**src/rtl/uart_pkg.sv**
```systemverilog
// uart_pkg: shared UART stream width and data word type
package uart_pkg;
   localparam int DATA_W = 8;
   typedef logic [DATA_W-1:0] uart_byte_t;
endpackage

```
**src/rtl/uart_fifo_mem.sv**
```systemverilog
// uart_fifo_mem: dual-port register array, synchronous write, combinational read
module uart_fifo_mem #(
   parameter int W     = 8,
   parameter int DEPTH = 16,
   parameter int AW    = $clog2(DEPTH)
) (
   input  logic          clk,
   input  logic          we,
   input  logic [AW-1:0] waddr,
   input  logic [W-1:0]  wdata,
   input  logic [AW-1:0] raddr,
   output logic [W-1:0]  rdata
);
   logic [W-1:0] mem [DEPTH];
   always_ff @(posedge clk)
      if (we) mem[waddr] <= wdata;
   assign rdata = mem[raddr];
endmodule

```
**src/rtl/uart_stream_fifo.sv**
```systemverilog
// uart_stream_fifo: valid/ready byte FIFO between UART stream endpoints with sticky overrun
module uart_stream_fifo
   import uart_pkg::*;
#(
   parameter int DATA_WIDTH = DATA_W,
   parameter int DEPTH      = 16
) (
   input  logic                       clk,
   input  logic                       rstn,
   input  logic [DATA_WIDTH-1:0]      in_data,
   input  logic                       in_valid,
   output logic                       in_ready,
   output logic [DATA_WIDTH-1:0]      out_data,
   output logic                       out_valid,
   input  logic                       out_ready,
   output logic [$clog2(DEPTH+1)-1:0] count,
   output logic                       overrun,
   input  logic                       overrun_clr
);
   localparam int AW = $clog2(DEPTH);
   localparam int PW = AW + 1;
   localparam int CW = $clog2(DEPTH + 1);
   logic [PW-1:0]         wr_ptr, rd_ptr;
   logic [DATA_WIDTH-1:0] rdata;
   logic                  full, empty, wr_fire, rd_fire;
   assign full      = (wr_ptr[AW-1:0] == rd_ptr[AW-1:0]) && (wr_ptr[AW] != rd_ptr[AW]);
   assign empty     = wr_ptr == rd_ptr;
   assign in_ready  = !full;
   assign out_valid = !empty;
   assign wr_fire   = rstn && in_valid && in_ready;
   assign rd_fire   = rstn && out_valid && out_ready;
   assign out_data  = out_valid ? rdata : '0;
   uart_fifo_mem #(.W(DATA_WIDTH), .DEPTH(DEPTH), .AW(AW)) u_mem (
      .clk   (clk),
      .we    (wr_fire),
      .waddr (wr_ptr[AW-1:0]),
      .wdata (in_data),
      .raddr (rd_ptr[AW-1:0]),
      .rdata (rdata)
   );
   always_ff @(posedge clk) begin
      if (!rstn) begin
         wr_ptr  <= '0;
         rd_ptr  <= '0;
         count   <= '0;
         overrun <= 1'b0;
      end else begin
         wr_ptr  <= wr_ptr + PW'(wr_fire);
         rd_ptr  <= rd_ptr + PW'(rd_fire);
         count   <= count + CW'(wr_fire) - CW'(rd_fire);
         overrun <= (in_valid && !in_ready) ? 1'b1 : overrun_clr ? 1'b0 : overrun;
      end
   end
endmodule

```
**config.mk**
```make
export PLATFORM = sky130hd
export DESIGN_NAME = uart_stream_fifo
export DESIGN_NICKNAME = d
export VERILOG_FILES = /design/src/rtl/uart_pkg.sv /design/src/rtl/uart_fifo_mem.sv /design/src/rtl/uart_stream_fifo.sv
export SDC_FILE = /design/constraint.sdc
export NUM_CORES = 1
export LEC_CHECK = 0
export CELL_PAD_IN_SITES_DETAIL_PLACEMENT = 2
export CELL_PAD_IN_SITES_GLOBAL_PLACEMENT = 2
export CORE_MARGIN = 5
export CORE_UTILIZATION = 40
export CTS_CLUSTER_SIZE = 10
export DETAILED_ROUTE_END_ITERATION = 10
export PLACE_DENSITY = 0.77
export SYNTH_ARGS = -nofsm -noshare
export SYNTH_HDL_FRONTEND = slang
export SYNTH_HIERARCHICAL = 1
export SYNTH_SLANG_ARGS = --single-unit
```
**constraint.sdc**
```tcl
create_clock -name clk -period 7.8 [get_ports clk]
set_input_delay 0.78 -clock clk [delete_from_list [all_inputs] [get_ports clk]]
set_output_delay 0.78 -clock clk [all_outputs]
set_load 0.01 [all_outputs]
```
==> flow_metrics.py <==
metrics = {
    "run_status": {
        "status": "complete, no violations",
    },
    "drt": {
        "drt_iter0_markers": 226,
        "drc": 0,
        "via_per_inst": 5.65,
        "wl_um": 15000,
        "vias": 3135,
        "drtAntennaViolNets": 0,
        "drt-pass1-iter-count": 4,
        "routedWlPerCell_um": 27.1,
    },
    "floorplan": {
        "start_util": 0.409,
        "coreArea_mm2": 0.0145,
        "die_w_um": 132,
        "io_pins": 29,
        "std_cell_rows": 44,
        "dieArea_mm2": 0.0174,
        "fp.dieH_um": 132,
    },
    "power_and_ir_drop": {
        "ir_worst_vdd_v": 0.000161,
        "p_per_area_mw_per_mm2": 289,
        "power_leakage_uw": 0.00225,
        "total_power_uw": 2010,
    },
    "sta": {
        "rsz0062_at_grt": "no",
        "finalWorstSetupSlack_ns": 3.77,
        "post-route-min-period_ns": 4.03,
        "slew_headroom": 0.210,
        "hold_viol_final": 0,
        "tightestPinTransition_ns": 1.18,
        "max_freq_ghz": 0.248,
        "fin_tns_setup_ns": 0,
        "timing.final.crit_share": 0.517,
        "skew_ns": 0.00761,
        "setup_violations": 0,
        "whs_ns": 0.507,
        "drv_slew": 0,
    },
    "cts": {
        "clock-sinks": 144,
        "cts_root_buffer": "clkbuf_16",
        "cts_tree": "done",
        "htreeDepth": 4,
        "numCtsBuffers": 17,
        "post_cts_resized": 0,
        "clkTransAtPathRegs_ns": 0.06,
        "cts_setup_buffers": 0,
        "ctsHoldBuffers": 0,
        "clock_path_buffers": 2,
        "clk_latency_ns": 0.42,
    },
    "logic_synthesis": {
        "synth_nets": 341,
        "synth.avg_cell_area_um2": 18.6,
        "syn_area_mm2": 0.00595,
        "synth.most_common_cell": "edfxtp_1",
        "synth_cells": 320,
        "ys_types": 40,
        "synthTopCellsByArea": "edfxtp_1, mux4_2, mux4_1",
        "ys_seq_area_frac": 0.700,
        "yosysTopAreaCell": "edfxtp_1",
        "ys.flop_type": "edfxtp_1",
        "synth-edff-count": 128,
        "synth_top_area_frac": 0.646,
        "ys_seq_elements": 144,
        "yosys_warnings": 6,
        "synthTopCellsByCount": "edfxtp_1, mux4_2, a22oi_1, and2_1, dfxtp_1",
        "synthArstFlopShare": 0,
    },
    "grt": {
        "grt_max_degree": 35,
        "grt_usage": 0.180,
        "overflow": 0,
        "grt_pass1_wl_um": 22800,
        "antenna_found_initial": 0,
        "grt_pass1_vias": 3508,
    },
    "layout": {
        "syn_to_final_growth_pct": 16.7,
        "postLayoutCellArea_mm2": 0.00694,
        "regArea_mm2": 0.00417,
        "multi_input_area_mm2": 0.00167,
        "diodes": 0,
        "nNetsFinal": 380,
        "drive_above_1_share": 0.173,
        "filler_cell_count": 1301,
    },
    "min_path": {
        "hold_path_class": "flip-flop to flip-flop",
    },
    "critical_path": {
        "cp.required_ns": 7.02,
        "max_stage_delay_ns": 1.01,
        "path_max_fanout": 19,
        "worstSetupPathType": "flip-flop to output pin",
        "path_cells": "buf_4 -> mux4_1 -> a22oi_1 -> nand2_1 -> and2_4 -> clkdlybuf4s50_1",
        "slowest_stage": "dfxtp_1",
        "cp-end-kind": "output pin",
        "worst-endpoint-arrival_ns": 3.25,
        "cp-start-kind": "flip-flop",
    },
    "placement": {
        "gp_congestion": 0.717,
        "dp_hpwl_um": 9880,
        "io_buffers": 28,
        "dp_slack_ns": 3.77,
        "place_area_mm2": 0.00639,
    },
    "job": {
        "max_cap_viol_count": 0,
    },
}
==> per-stage QoR <==
stage,utilization,cells
after global routing,0.478,555
after detailed placement,0.440,524
after global placement,0.440,524
after floorplan,-,320
after CTS,0.478,555
final,0.478,555
==> worst max-delay path, delay by kind of cell, from the launching register on <==
kind / cells / cell delay [ns]
buffers and inverters: 2 / 0.91
flip-flops: 1 / 1.01
AO/OA/AOI/OAI: 1 / 0.31
AND/OR/NAND/NOR: 2 / 0.23
multiplexers: 1 / 0.36
==> registers in the layout (all words and copies together), names as in the netlist <==
register and flops:
wr_ptr 5, count 5, rd_ptr 5, u_mem/mem 128, overrun 1
==> routing by layer <==
layer	wire length, µm	vias up	track usage	part of all wire
li1	-	1367	-	-
met1	6160	1686	0.221	0.41
met2	8150	72	0.317	0.54
met3	548	10	0.0351	0.036
met4	193	0	0.0623	0.013
met5	0	-	0	0
==> power breakdown <==
| part | leakage, µW | switching (µW) | internal [µW] |
|---|---|---|---|
| clock network | 0.000270 | 301 | 463 |
| logic | 0.000693 | 171 | 200 |
| registers | 0.00128 | 15.8 | 855 |
| total | 0.00225 | 487 | 1520 |
==> final cells by class <==
| class | count | area share |
|---|---|---|
| Clock buffer | 18 | 0.0618 |
| Clock inverter | 13 | 0.0175 |
| Inverter | 3 | 0.00162 |
| Multi-Input combinational cell | 160 | 0.240 |
| Sequential cell | 144 | 0.600 |
| Tap cell | 184 | 0.0332 |
| Timing Repair Buffer | 33 | 0.0458 |
==> final timing paths <==
check,startpoint,endpoint,slack (ns),depth (start not counted)
setup / recovery,rd_ptr[1],out_data[2],3.77,6
hold / removal,overrun,overrun,0.51,2
setup reg to reg,rd_ptr[1],u_mem/mem[0][5],4.13,6
hold reg to reg,overrun,overrun,0.51,2
==> layout by cell type (no fill, tap or decap), types with 10 or more instances in the layout <==
| cell | netlist | layout |
|---|---|---|
| clkdlybuf4s50_1 | 0 | 28 |
| edfxtp_1 | 128 | 128 |
| mux4_1 | 14 | 14 |
| dfxtp_1 | 16 | 15 |
| and2_1 | 16 | 16 |
| nor2_1 | 13 | 13 |
| a22oi_1 | 16 | 16 |
| clkbuf_16 | 0 | 17 |
| xnor2_1 | 10 | 10 |
| nand2_1 | 15 | 15 |
| mux4_2 | 18 | 18 |
==> kinds of logic (layout without fill, tap and decap cells) <==
logic type / Yosys count / after routing / synth area share
and+or+nand+nor: 76 / 76 / 0.0716
muxes: 33 / 33 / 0.132
buffers and inverters: 16 / 67 / 0.0196
AOI/OAI and AO/OA: 28 / 28 / 0.0351
DFF: 144 / 144 / 0.700
adders and majority gates: 8 / 8 / 0.0181
xor gates and xnor gates: 15 / 15 / 0.0234
(Power assumes the default switching activity.)
